**src/rtl/comm_tx_sched_pkg.sv**
```systemverilog
// ============================================================================
// comm_tx_sched_pkg : shared types and constants for the comm link TX path
// Revision: 1.0
// ============================================================================
`default_nettype none

package comm_tx_sched_pkg;

   typedef enum logic [1:0] {
      ST_IDLE = 2'd0,
      ST_HDR  = 2'd1,
      ST_PAY  = 2'd2,
      ST_CRC  = 2'd3
   } tx_state_t;

   localparam logic [7:0] PKT_PING    = 8'h00;
   localparam logic [7:0] PKT_PONG    = 8'h01;
   localparam logic [7:0] PKT_ACK     = 8'h02;
   localparam logic [7:0] PKT_RESEND  = 8'h03;
   localparam logic [7:0] PKT_INFO    = 8'h00;
   localparam logic [7:0] PKT_INVALID = 8'h01;

   localparam logic [31:0] CRC32_POLY   = 32'hEDB8_8320;
   localparam logic [31:0] CRC32_INIT   = 32'hFFFF_FFFF;
   localparam logic [31:0] CRC32_XOROUT = 32'hFFFF_FFFF;

   function automatic logic [3:0] clamp_words(input logic [3:0] words,
                                              input logic [3:0] max_words);
      return (words > max_words) ? max_words : words;
   endfunction

endpackage

`default_nettype wire

```
**src/rtl/crc32_byte.sv**
```systemverilog
// ============================================================================
// crc32_byte : one reflected IEEE CRC32 update step over a single byte
// Revision: 1.0
// ============================================================================
`default_nettype none

module crc32_byte
   import comm_tx_sched_pkg::*;
(
   input  logic [31:0] crc_in,
   input  logic [7:0]  byte_in,
   output logic [31:0] crc_out
);

   logic [31:0] w_crc;

   always_comb begin
      w_crc = crc_in ^ {24'h000000, byte_in};
      for (int i = 0; i < 8; i++) begin
         w_crc = w_crc[0] ? ((w_crc >> 1) ^ CRC32_POLY) : (w_crc >> 1);
      end
   end

   assign crc_out = w_crc;

endmodule

`default_nettype wire

```
**src/rtl/comm_tx_sched.sv**
```systemverilog
// ============================================================================
// comm_tx_sched : round-robin packetiser for two requesters onto a byte stream
// Revision: 1.0
// ============================================================================
`default_nettype none

module comm_tx_sched
   import comm_tx_sched_pkg::*;
#(
   parameter int MAX_WORDS = 8,
   parameter bit CRC_EN    = 1'b1
)(
   input  logic                         comm_clk,
   input  logic                         reset,
   input  logic [1:0]                   req_valid,
   output logic [1:0]                   req_ready,
   input  logic [1:0][7:0]              req_type,
   input  logic [1:0][3:0]              req_words,
   input  logic [1:0]                   req_short,
   input  logic [1:0][32*MAX_WORDS-1:0] req_data,
   output logic [7:0]                   tx_data,
   output logic                         tx_valid,
   input  logic                         tx_ready,
   output logic                         busy
);

   localparam int NBYTES = 4 * MAX_WORDS;
   localparam int IW     = $clog2(NBYTES);

   tx_state_t               r_state;
   logic                    r_last;
   logic [7:0]              r_type;
   logic [3:0]              r_words;
   logic                    r_short;
   logic [NBYTES-1:0][7:0]  r_data;
   logic [5:0]              r_cnt;
   logic [31:0]             r_crc;
   logic [7:0]              r_tx_data;
   logic                    r_tx_valid;
   logic [1:0]              r_req_ready;

   logic                    w_gnt;
   logic [3:0]              w_gnt_words;
   logic [7:0]              w_len;
   logic                    w_xfer;
   logic [5:0]              w_cnt_inc;
   logic                    w_pay_last;
   logic [7:0]              w_hdr_next;
   logic [7:0]              w_pay_next;
   logic [31:0]             w_crc_next;
   logic [31:0]             w_crc_out;
   logic [7:0]              w_trl_first;
   logic [7:0]              w_trl_next;

   // On contention the requester not served last wins; alone, a requester always wins
   assign w_gnt       = (req_valid == 2'b11) ? ~r_last : req_valid[1];
   assign w_gnt_words = clamp_words(req_words[w_gnt], 4'(MAX_WORDS));
   assign w_len       = 8'd8 + {2'b00, w_gnt_words, 2'b00};

   assign w_xfer      = r_tx_valid & tx_ready;
   assign w_cnt_inc   = r_cnt + 6'd1;
   assign w_pay_last  = (w_cnt_inc == {r_words, 2'b00});
   assign w_hdr_next  = (w_cnt_inc[1:0] == 2'd3) ? r_type : 8'h00;
   assign w_pay_next  = r_data[w_cnt_inc[IW-1:0]];

   crc32_byte u_crc32_byte (
      .crc_in  (r_crc),
      .byte_in (r_tx_data),
      .crc_out (w_crc_next)
   );

   // The first trailer byte goes out on the same edge that folds in the last data byte
   assign w_crc_out   = r_crc ^ CRC32_XOROUT;
   assign w_trl_first = CRC_EN ? (w_crc_next[7:0] ^ CRC32_XOROUT[7:0]) : 8'h00;
   assign w_trl_next  = CRC_EN ? w_crc_out[{w_cnt_inc[1:0], 3'b000} +: 8] : 8'h00;

   always_ff @(posedge comm_clk) begin
      if (reset) begin
         r_state     <= ST_IDLE;
         r_last      <= 1'b1;
         r_type      <= 8'h00;
         r_words     <= 4'd0;
         r_short     <= 1'b0;
         r_data      <= '0;
         r_cnt       <= 6'd0;
         r_crc       <= CRC32_INIT;
         r_tx_data   <= 8'h00;
         r_tx_valid  <= 1'b0;
         r_req_ready <= 2'b00;
      end else begin
         r_req_ready <= 2'b00;
         case (r_state)
            ST_IDLE: begin
               if (|req_valid) begin
                  r_state              <= ST_HDR;
                  r_last               <= w_gnt;
                  r_type               <= req_type[w_gnt];
                  r_words              <= w_gnt_words;
                  r_short              <= req_short[w_gnt];
                  r_data               <= req_data[w_gnt];
                  r_cnt                <= 6'd0;
                  r_crc                <= CRC32_INIT;
                  r_tx_valid           <= 1'b1;
                  r_tx_data            <= req_short[w_gnt] ? req_type[w_gnt] : w_len;
                  r_req_ready[w_gnt]   <= 1'b1;
               end
            end
            ST_HDR: begin
               if (w_xfer) begin
                  r_crc <= w_crc_next;
                  if (r_short) begin
                     r_state    <= ST_IDLE;
                     r_tx_valid <= 1'b0;
                     r_tx_data  <= 8'h00;
                  end else if (r_cnt[1:0] == 2'd3) begin
                     r_cnt <= 6'd0;
                     if (r_words == 4'd0) begin
                        r_state   <= ST_CRC;
                        r_tx_data <= w_trl_first;
                     end else begin
                        r_state   <= ST_PAY;
                        r_tx_data <= r_data[0];
                     end
                  end else begin
                     r_cnt     <= w_cnt_inc;
                     r_tx_data <= w_hdr_next;
                  end
               end
            end
            ST_PAY: begin
               if (w_xfer) begin
                  r_crc <= w_crc_next;
                  if (w_pay_last) begin
                     r_state   <= ST_CRC;
                     r_cnt     <= 6'd0;
                     r_tx_data <= w_trl_first;
                  end else begin
                     r_cnt     <= w_cnt_inc;
                     r_tx_data <= w_pay_next;
                  end
               end
            end
            ST_CRC: begin
               if (w_xfer) begin
                  if (r_cnt[1:0] == 2'd3) begin
                     r_state    <= ST_IDLE;
                     r_cnt      <= 6'd0;
                     r_tx_valid <= 1'b0;
                     r_tx_data  <= 8'h00;
                  end else begin
                     r_cnt     <= w_cnt_inc;
                     r_tx_data <= w_trl_next;
                  end
               end
            end
            default: r_state <= ST_IDLE;
         endcase
      end
   end

   assign tx_data   = r_tx_data;
   assign tx_valid  = r_tx_valid;
   assign req_ready = r_req_ready;
   assign busy      = (r_state != ST_IDLE);

endmodule

`default_nettype wire

```
**config.mk**
```make
export PLATFORM = sky130hd
export DESIGN_NAME = comm_tx_sched
export DESIGN_NICKNAME = d
export VERILOG_FILES = /design/src/rtl/comm_tx_sched_pkg.sv /design/src/rtl/crc32_byte.sv /design/src/rtl/comm_tx_sched.sv
export SDC_FILE = /design/constraint.sdc
export NUM_CORES = 1
export LEC_CHECK = 0
export ABC_AREA = 1
export CAP_MARGIN = 40
export CORE_MARGIN = 5
export CORE_UTILIZATION = 40
export DETAILED_ROUTE_END_ITERATION = 10
export GPL_ROUTABILITY_DRIVEN = 0
export PLACE_DENSITY = 0.73
export SLEW_MARGIN = 25
export SYNTH_ARGS = -nofsm -noshare
export SYNTH_HDL_FRONTEND = slang
export SYNTH_SLANG_ARGS = --single-unit
```
**constraint.sdc**
```tcl
create_clock -name comm_clk -period 3.4 [get_ports comm_clk]
set_input_delay 0.68 -clock comm_clk [delete_from_list [all_inputs] [get_ports comm_clk]]
set_output_delay 0.68 -clock comm_clk [all_outputs]
set_load 0.005 [all_outputs]
```
# ---- Word-level counts from Yosys, hierarchy flattened
# Cells that the tools add are included.
dict set report op_classes {
  addsub 2
  multipliers 0
  div_mod_pow 0
  magnitude_cmp 4
  eq_ne 17
  shift 1
  mux 61
  bitwise_logic 15
  n_reduce_logical 15
}
# cell n
set op_table {}
lappend op_table {{2-to-1 mux 256 bit} 2}
lappend op_table {{2-to-1 mux 32 bit} 10}
lappend op_table {{2-to-1 mux 8 bit} 14}
lappend op_table {{NOT 13 -> 14 bit} 8}
lappend op_table {{case mux 32 bit (2 select lines)} 1}
lappend op_table {{2-to-1 mux 6 bit} 7}
lappend op_table {{binary-select mux 8 bit (select 5 bit)} 1}
lappend op_table {{NOT 32 bit} 1}
lappend op_table {{case mux 8 bit (4 select lines)} 1}
lappend op_table {{indexed part select 32 x 6 -> 8 bit} 1}
lappend op_table {{XOR 32 x 8 -> 32 bit} 1}
lappend op_table {{case mux 6 bit (4 select lines)} 1}
lappend op_table {{2-to-1 mux 2 bit} 8}
lappend op_table {{inequality test 2 bit, second input constant} 8}
lappend op_table {{2-to-1 mux 4 bit} 3}
lappend op_table {{== test 2 bit, second input constant} 5}
lappend op_table {{2-to-1 mux 1 bit} 10}
lappend op_table {{NOT 8 bit} 1}
lappend op_table {{case mux 2 bit (4 select lines)} 1}
lappend op_table {{adder 4 x 6 -> 7 bit, first input constant} 1}
lappend op_table {{AND reduction 7 bit} 1}
lappend op_table {{adder 6 x 1 -> 6 bit, second input constant} 1}
lappend op_table {{== test 6 bit} 1}
lappend op_table {{< comparator 5 x 6 -> 1 bit, second input constant} 1}
lappend op_table {{other kinds (22)} 26}
dict set report word_totals {
  regBits 321
  latchBits 0
  mem_bits_rw 0
  romBits 0
  in_bits 543
  word_cells 157
  n_memories 0
}

# ---- Depth between registers and ports, before layout
# Gate-level depths: netlist of the first run.
dict set report depth {
  word_depth 23
  mapped_depth 18
  mapped_depth_nobuf 14
}

# ---- Modules after synthesis
# Synthesis of the first run repeated with hierarchy kept, for this count alone.
dict set report unflattened {
  hier_cells 2618
  area_unflattened_um2 17006.3
}
# module n_inst cells_each area_per_inst_um2 seq_area_each_um2
set by_module_without_submodules {}
lappend by_module_without_submodules {comm_tx_sched 1 2400 15793.9 6426.2}
lappend by_module_without_submodules {crc32_byte 1 218 1212.4 0.0}

# ---- Least setup slack after synthesis of the first run
# OpenSTA, ideal clock, no wires.
dict set report synth_timing {
  path_type {reg2reg}
  start {register r_cnt[0]}
  end {register r_tx_data[2] (netlist: tx_data[2])}
  setup_time_ps 125
  t_arrival_ps 2231
  required_time_ps 3275
  slack_ps 1044
  stages_incl_launch_ff 19
  period_less_slack_ps 2356
  path_cell_list {dfxtp_1 > buf_6 > inv_2 > buf_2 > buf_2 > ha_1 > buf_2 > inv_2 > buf_2 > buf_2 > nand3_1 > nand3_1 > nand3_1 > nand3_1 > nand3_1 > nand3_1 > nand2_1 > nand2_1 > a21oi_2}
}
dict set report synth_via {
  elab_chain_len 7
  word_cells_on_any_way 16
}
# item line
set synth_lines {}
lappend synth_lines {{start: declaration} comm_tx_sched.sv:36} ;# logic [5:0] r_cnt;
lappend synth_lines {{start signal: assignment} comm_tx_sched.sv:125} ;# r_cnt <= w_cnt_inc;
lappend synth_lines {{start signal: assignment} comm_tx_sched.sv:138} ;# r_cnt <= w_cnt_inc;
lappend synth_lines {{start signal: assignment} comm_tx_sched.sv:151} ;# r_cnt <= w_cnt_inc;
lappend synth_lines {{parallel branches: the longest is 6 deep, another holds adder 6 x 1 -> 6 bit} n/a}
lappend synth_lines {{case mux 8 bit (4 select lines) *} comm_tx_sched.sv:92} ;# case (r_state)
lappend synth_lines {{end signal: assignment} comm_tx_sched.sv:119} ;# r_tx_data <= w_trl_first;
lappend synth_lines {{end signal: assignment} comm_tx_sched.sv:122} ;# r_tx_data <= r_data[0];
lappend synth_lines {{end signal: assignment} comm_tx_sched.sv:126} ;# r_tx_data <= w_hdr_next;
lappend synth_lines {{end: declaration} comm_tx_sched.sv:38} ;# logic [7:0] r_tx_data;
# Every way passes the cells marked *. The select of a mux whose other input is x is not followed.
# A chain may end at the register's enable or synchronous reset.

# ---- Final worst setup path of the first run
dict set report layout_timing {
  start {register r_state[0]}
  end {output busy}
}
dict set report layout_via {
  elab_chain_len 1
}
# item line
set layout_lines {}
lappend layout_lines {{start: declaration} comm_tx_sched.sv:30} ;# tx_state_t r_state;
lappend layout_lines {{start signal: assignment} comm_tx_sched.sv:79} ;# r_state <= ST_IDLE;
lappend layout_lines {{start signal: assignment} comm_tx_sched.sv:95} ;# r_state <= ST_HDR;
lappend layout_lines {{start signal: assignment} comm_tx_sched.sv:112} ;# r_state <= ST_IDLE;
lappend layout_lines {{nonzero test 2 bit} comm_tx_sched.sv:164} ;# assign busy = (r_state != ST_IDLE);
lappend layout_lines {{end: declaration} comm_tx_sched.sv:24} ;# output logic busy
# No other way between the ends.

==> results.txt, run 1 <==
Crit path required time -> 2.72 ns
Drt pass-1 iters -> 6
Normalized max-slew margin -> 0.4680
Setup Total Neg Slack -> 0 ns
Total Routing Usage GR -> 0.3047
Post-Synth Simple-Gate Area -> 0.4190
Hold-fix buffers at CTS -> 0
Netlist Area Pre-Place -> 16810 um2
Clk_skew -> 0.01409 ns
Drt first-iter violations -> 1956
# setup viols final -> 0
Yosys cell types -> 44
Site row count -> 75
Skew-Pair Late Insertion Delay -> 0.55 ns
Leakage -> 0.01016 uW
Maximum VDD drop -> 0.0004449 V
Filler cell count -> 3913
Kind of critical path -> reg -> out
Net Count, Synth -> 3111
Average footprint of a synthesized cell -> 6.567 um2
Count of synthesis-stage warnings from yosys -> 0
Max-cap violations -> 0
Total wirelength of the detailed-routed design -> 73.93 mm
Deepest level of the CTS H-tree -> 2
Die area -> 46230 um2
Top_reg_cell synth -> sky130_fd_sc_hd__dfxtp_1
IO buf count -> 554
Worst-case clock buffer depth -> 3
Critical Path End Type -> output port
Highest attainable clock frequency -> 0.3453 GHz
Vias -> 19610
Die height -> 215.0 um
Non-Filler Instances -> 3609
Tightest Hold Check Type -> reg -> reg
X dimension of the die -> 215.0 um
Post-synthesis share of cell area spent on full adders, half adders and majority gates -> 0.005954
Synth Area in Compound Gates -> 0.09981
Mapped Cells -> 2560
Cell count after placement -> 3529
Sequential fraction of the synthesis area -> 0.3823
Status -> finished, final reports clean
Clock-pin slew reported for the worst setup and hold paths after clock tree synthesis -> 0.06 ns
#FFs+latches synth -> 321
Largest net degree at the start of global routing -> 155
Share of cell area taken by muxes after synthesis -> 0.002382
Initial standard-cell utilization of the core -> 0.4026
Share of synthesized registers carrying an async set or reset -> 0
Hold Vio Cnt, Final -> 0
Sinks on Clock Net -> 321
Post-route total power -> 18620 uW
Critical path data arrival time -> 2.22 ns
Period Utilization, post-route -> 0.8517
Cell area power density -> 776.6 nW/um2
Number of enable flip-flop cells after synthesis -> 0
Root buffer selected by CTS -> sky130_fd_sc_hd__clkbuf_16
Resize count post-CTS -> 0
IO Pins -> 555
Congestion Overflow GR -> 0
Clock tree from TritonCTS -> yes
Synth Area in XOR/XNOR -> 0.02508
Via count of the first global-routing pass -> 19380
Share of cells above drive strength 1 -> 0.05363
Worst slack at placement -> 0.3333 ns
Final Max Tran Viols -> 0
DRC violations left -> 0
Minimum period implied by the final worst setup slack -> 2.896 ns
Worst Slack Setup Final -> 0.5042 ns
First-pass GRT wire length -> 112.5 mm
Setup crit start kind -> flop
Dpl hpwl -> 55.55 mm
Setup repair after global routing missed its margin -> no
Cts bufs inserted -> 38
Final Net Count -> 3581
Antenna Violating Nets Remaining -> 0
Worst Path Max Fanout -> 13
Floorplan Core Area -> 41760 um2
Synth-to-layout area growth -> 42.61%
Initial antenna violation count -> 14
Post-CTS setup repair buffer count -> 0
Slew @ Worst Pin -> 0.7981 ns
Dominant combinational cell family by area after synthesis -> simple AND/OR/NAND/NOR gates
DR WL/cell -> 20.48 um
Detail-routed via count per cell -> 5.433
-- cell usage after synthesis (11+ instances only) --
master / instances / area (um2)
sky130_fd_sc_hd__nand2_1: 1135 / 4260
sky130_fd_sc_hd__nand3_1: 453 / 2267
sky130_fd_sc_hd__dfxtp_1: 321 / 6426
sky130_fd_sc_hd__buf_2: 90 / 450.4
sky130_fd_sc_hd__a22oi_1: 77 / 578.1
sky130_fd_sc_hd__a21oi_1: 75 / 375.4
sky130_fd_sc_hd__inv_1: 64 / 240.2
sky130_fd_sc_hd__o21ai_0: 54 / 270.3
sky130_fd_sc_hd__clkbuf_1: 36 / 135.1
sky130_fd_sc_hd__nor2_1: 36 / 135.1
sky130_fd_sc_hd__xor2_1: 29 / 254.0
sky130_fd_sc_hd__buf_1: 17 / 63.81
sky130_fd_sc_hd__inv_2: 16 / 60.06
sky130_fd_sc_hd__o22ai_1: 15 / 93.84
sky130_fd_sc_hd__o21ai_1: 14 / 70.07
sky130_fd_sc_hd__nand2_2: 13 / 81.33
sky130_fd_sc_hd__o211ai_1: 13 / 97.59
sky130_fd_sc_hd__buf_4: 11 / 82.58
sky130_fd_sc_hd__xnor2_1: 11 / 96.34
-- kinds of logic (layout without fill, tap and decap cells) --
| kind of cell | count (synthesis) | in the layout |
|---|---|---|
| compound gates | 271 | 271 |
| xor+xnor | 43 | 43 |
| fa+ha+maj | 8 | 8 |
| buf+inv | 242 | 740 |
| flops | 321 | 321 |
| mux | 4 | 4 |
| other cells | 0 | 12 |
| simple gates | 1671 | 1671 |
-- critical path, cell delays in order (launching register included) --
cell and delay (ns):
sky130_fd_sc_hd__dfxtp_1 0.40, sky130_fd_sc_hd__inv_1 0.13, sky130_fd_sc_hd__ha_1 0.29, sky130_fd_sc_hd__inv_2 0.28, sky130_fd_sc_hd__clkdlybuf4s50_1 0.57
-- placed cells by master (no fill, tap or decap), drive strengths merged --
master,instances
nand2,1156
a21oi,83
nor3b,1
a211oi,1
ha,8
a22oi,77
nor3,3
xor2,30
clkbuf,55
nor4,1
nand4,6
nor2,46
o21a,4
o31ai,2
xnor2,13
o211ai,13
a22o,4
dfxtp,321
o21ai,69
o22ai,15
diode,12
clkinv,9
mux2i,4
a221oi,3
buf,35
nand3,457
inv,85
or2,1
clkdlybuf4s50,554
bufinv,2
-- sequential cells by signal, indices dropped and copies added (netlist names), 2 cells and up, named ones only --
| register | count |
|---|---|
| r_cnt | 6 |
| req_ready | 2 |
| r_crc | 32 |
| r_words | 4 |
| r_type | 8 |
| tx_data | 8 |
| r_data | 256 |
-- metrics by stage --
| stage | area [um2] | hold slack, ns | util |
|---|---|---|---|
| after floorplan | 16810 | 0.4286 | - |
| after global placement | 22700 | 0.4533 | 0.5435 |
| after detailed placement | 22700 | 0.4559 | 0.5435 |
| after CTS | 23940 | 0.4727 | 0.5734 |
| after global routing | 23970 | 0.4955 | 0.5740 |
| final | 23970 | 0.4717 | 0.5741 |
-- worst paths after layout --
| check | slack [ns] | cells past startpoint | to | startpoint |
|---|---|---|---|---|
| worst min register to register | 0.47 | 2 | r_data[205] | r_data[205] |
| worst min-delay path | 0.47 | 2 | r_data[205] | r_data[205] |
| worst max-delay path | 0.50 | 4 | busy | r_state[0] |
| worst max register to register | 0.58 | 12 | tx_data[2] | r_cnt[1] |
-- area by class of cell --
type                    count  area [um2]  share of cell area
multi-input cells        1997        9314              0.3885
clock inverters            13       132.6            0.005532
diodes                     12       30.03            0.001253
well taps                 539       674.4             0.02813
clock buffers              55        1116             0.04655
repair buffers            589        5958              0.2485
inverters                  83       319.1             0.01331
flip-flops and latches    321        6430              0.2682
-- where the power goes --
group | leakage [uW] | total (uW) | internal, uW | switching, uW
Combinational | 0.00689 | 8830 | 3140 | 5690
Clock | 0.000623 | 4120 | 2440 | 1680
Sequential | 0.00265 | 5670 | 4860 | 803
Total | 0.0102 | 18600 | 10400 | 8180
-- per-layer routing --
| metal | GRT usage | vias to the layer above | share of wire |
|---|---|---|---|
| li1 | - | 9346 | - |
| met1 | 0.3687 | 9148 | 0.39 |
| met2 | 0.5207 | 940 | 0.48 |
| met3 | 0.06684 | 173 | 0.082 |
| met4 | 0.1372 | 2 | 0.047 |
| met5 | 0 | - | 0.00018 |
No activity file was read; power rests on OpenSTA's default activity.
==> run 2, diff against run 1 <==
--- a/config.mk
+++ b/config.mk
@@ -7,11 +7,11 @@
 export LEC_CHECK = 0
 export ABC_AREA = 1
 export CAP_MARGIN = 40
-export CORE_MARGIN = 5
-export CORE_UTILIZATION = 40
+export CORE_AREA = 2 2 219 221
 export DETAILED_ROUTE_END_ITERATION = 10
+export DIE_AREA = 0 0 221 223
 export GPL_ROUTABILITY_DRIVEN = 0
-export PLACE_DENSITY = 0.73
+export PLACE_DENSITY = 0.67
 export SLEW_MARGIN = 25
 export SYNTH_ARGS = -nofsm -noshare
 export SYNTH_HDL_FRONTEND = slang
==> run 2 against run 1 <==
Clock power hardly changed. Cell area grew 0.64%. Via count down 1.0%. Cell count grew 2.0%. Critical path depth unchanged.
==> results.txt, run 2 (synthesis results as in run 1) <==
Kind of critical path -> reg -> out
Antenna Violating Nets Remaining -> 0
Skew-Pair Late Insertion Delay -> 0.55 ns
X dimension of the die -> 221 um
Total wirelength of the detailed-routed design -> 71.31 mm
Final Net Count -> 3587
Root buffer selected by CTS -> sky130_fd_sc_hd__clkbuf_16
Non-Filler Instances -> 3680
Initial antenna violation count -> 9
Most flop-heavy register -> r_data
Cell count after placement -> 3609
Reg2reg start -> r_cnt[1]
Deepest level of the CTS H-tree -> 2
Highest attainable clock frequency -> 0.3416 GHz
Congestion Overflow GR -> 0
Normalized max-slew margin -> 0.4898
IO buf count -> 554
Max reg flops -> 256
Setup repair after global routing missed its margin -> no
Critical Path End Type -> output port
Largest registers ranked by flip-flop count -> r_data: 256 flops, r_crc: 32 flops
Worst Hold Endpoint -> r_data[34]
Status -> finished, final reports clean
Cts bufs inserted -> 39
Largest net degree at the start of global routing -> 139
Minimum period implied by the final worst setup slack -> 2.928 ns
Worst-case clock buffer depth -> 3
Die height -> 223 um
Hold-fix buffers at CTS -> 0
Detail-routed via count per cell -> 5.274
Cell area power density -> 761.1 nW/um2
Sinks on Clock Net -> 321
DR WL/cell -> 19.38 um
Via count of the first global-routing pass -> 19170
Tightest Hold Check Type -> reg -> reg
Leading cell type in the layout, fill and taps excluded -> sky130_fd_sc_hd__nand2_1
Clock-pin slew reported for the worst setup and hold paths after clock tree synthesis -> 0.06 ns
Resize count post-CTS -> 0
Critical path data arrival time -> 2.25 ns
Period Utilization, post-route -> 0.8611
First-pass GRT wire length -> 109.3 mm
Final Max Tran Viols -> 0
Synth-to-layout area growth -> 43.52%
Origin of the worst min-delay path -> r_data[34]
Highest-count cells in the layout ignoring fill and taps -> sky130_fd_sc_hd__nand2_1 (1135), sky130_fd_sc_hd__clkdlybuf4s50_1 (554), sky130_fd_sc_hd__nand3_1 (453), sky130_fd_sc_hd__dfxtp_1 (320), sky130_fd_sc_hd__a22oi_1 (77)
Number of instances on the worst hold path -> 2
Clk_skew -> 0.01403 ns
Setup crit start kind -> flop
Post-CTS setup repair buffer count -> 0
Setup Total Neg Slack -> 0 ns
Worst r2r path cells -> 14
Initial standard-cell utilization of the core -> 0.3566
Drt pass-1 iters -> 5
Filler cell count -> 4614
Die area -> 49280 um2
Slew @ Worst Pin -> 0.7653 ns
Maximum VDD drop -> 0.0005339 V
Crit path required time -> 2.72 ns
Max-cap violations -> 0
Worst Path Max Fanout -> 13
Floorplan Core Area -> 47150 um2
Share of cells above drive strength 1 -> 0.05461
Total Routing Usage GR -> 0.2812
Minimum setup slack among reg-to-reg paths -> 0.47 ns
Hold Vio Cnt, Final -> 0
Site row count -> 80
IO Pins -> 555
Destination of the worst register-to-register timing path -> tx_data[7]
Dpl hpwl -> 52.73 mm
# setup viols final -> 0
Drt first-iter violations -> 1683
Clock tree from TritonCTS -> yes
Post-route total power -> 18360 uW
Leakage -> 0.01019 uW
Vias -> 19410
DRC violations left -> 0
[run 2: cell types whose count changed in the layout (fill, tap and decap cells not counted), moves of 2 or more]
cell | before | now
sky130_fd_sc_hd__buf_4 | 23 | 26
sky130_fd_sc_hd__clkbuf_16 | 39 | 41
sky130_fd_sc_hd__buf_16 | 0 | 2
sky130_fd_sc_hd__clkbuf_1 | 8 | 6
sky130_fd_sc_hd__clkbuf_8 | 8 | 10
sky130_fd_sc_hd__diode_2 | 12 | 7
sky130_fd_sc_hd__inv_6 | 2 | 0
[run 2: layout make-up]
cell class | count | area (um2) | area share
Clock buffer | 57 | 1186 | 0.04916
Antenna cell | 7 | 17.52 | 0.0007260
Clock inverter | 6 | 55.05 | 0.002282
Inverter | 83 | 320.3 | 0.01328
Multi-Input combinational cell | 1997 | 9314 | 0.3860
Timing Repair Buffer | 594 | 6036 | 0.2502
Sequential cell | 321 | 6430 | 0.2665
Tap cell | 615 | 769.5 | 0.03189
[run 2: worst max-delay path, stage by stage (launching register included)]
cell	delay (ns)
sky130_fd_sc_hd__dfxtp_1	0.40
sky130_fd_sc_hd__inv_1	0.14
sky130_fd_sc_hd__ha_1	0.30
sky130_fd_sc_hd__inv_2	0.28
sky130_fd_sc_hd__clkdlybuf4s50_1	0.57
[run 2: stage by stage]
stage | worst slack, ns | utilization | hold WS (ns) | area [um2]
3_5_place_dp | 0.3937 | 0.4847 | 0.4521 | 22850
3_3_place_gp | 0.3470 | 0.4831 | 0.4531 | 22770
6_report | 0.4723 | 0.5118 | 0.4700 | 24130
4_1_cts | 0.3737 | 0.5110 | 0.4670 | 24090
5_1_grt | 0.3405 | 0.5118 | 0.4808 | 24130
2_1_floorplan | 1.044 | - | 0.4286 | 16810
[run 2: how the worst max path moves through the flow]
stage / start / depth (start not counted) / slack, ns / end
2_1_floorplan: r_cnt[0] / 18 / 1.04 / tx_data[2]
3_3_place_gp: req_valid[0] / 14 / 0.35 / tx_data[5]
3_5_place_dp: r_cnt[1] / 12 / 0.39 / tx_data[7]
4_1_cts: r_cnt[1] / 12 / 0.37 / tx_data[7]
5_1_grt: r_cnt[1] / 14 / 0.34 / tx_data[4]
6_report: r_state[0] / 4 / 0.47 / busy
[run 2: routing by layer]
layer,up-vias,global-route usage,part of all wire
met5,-,0,0.00036
met4,4,0.1267,0.042
met3,167,0.05110,0.067
met2,826,0.4825,0.49
met1,9060,0.3430,0.40
li1,9352,-,-
[run 2: power breakdown]
part,internal (uW),switching [uW]
Combinational,3170,5420
Clock,2470,1660
Sequential,4860,789
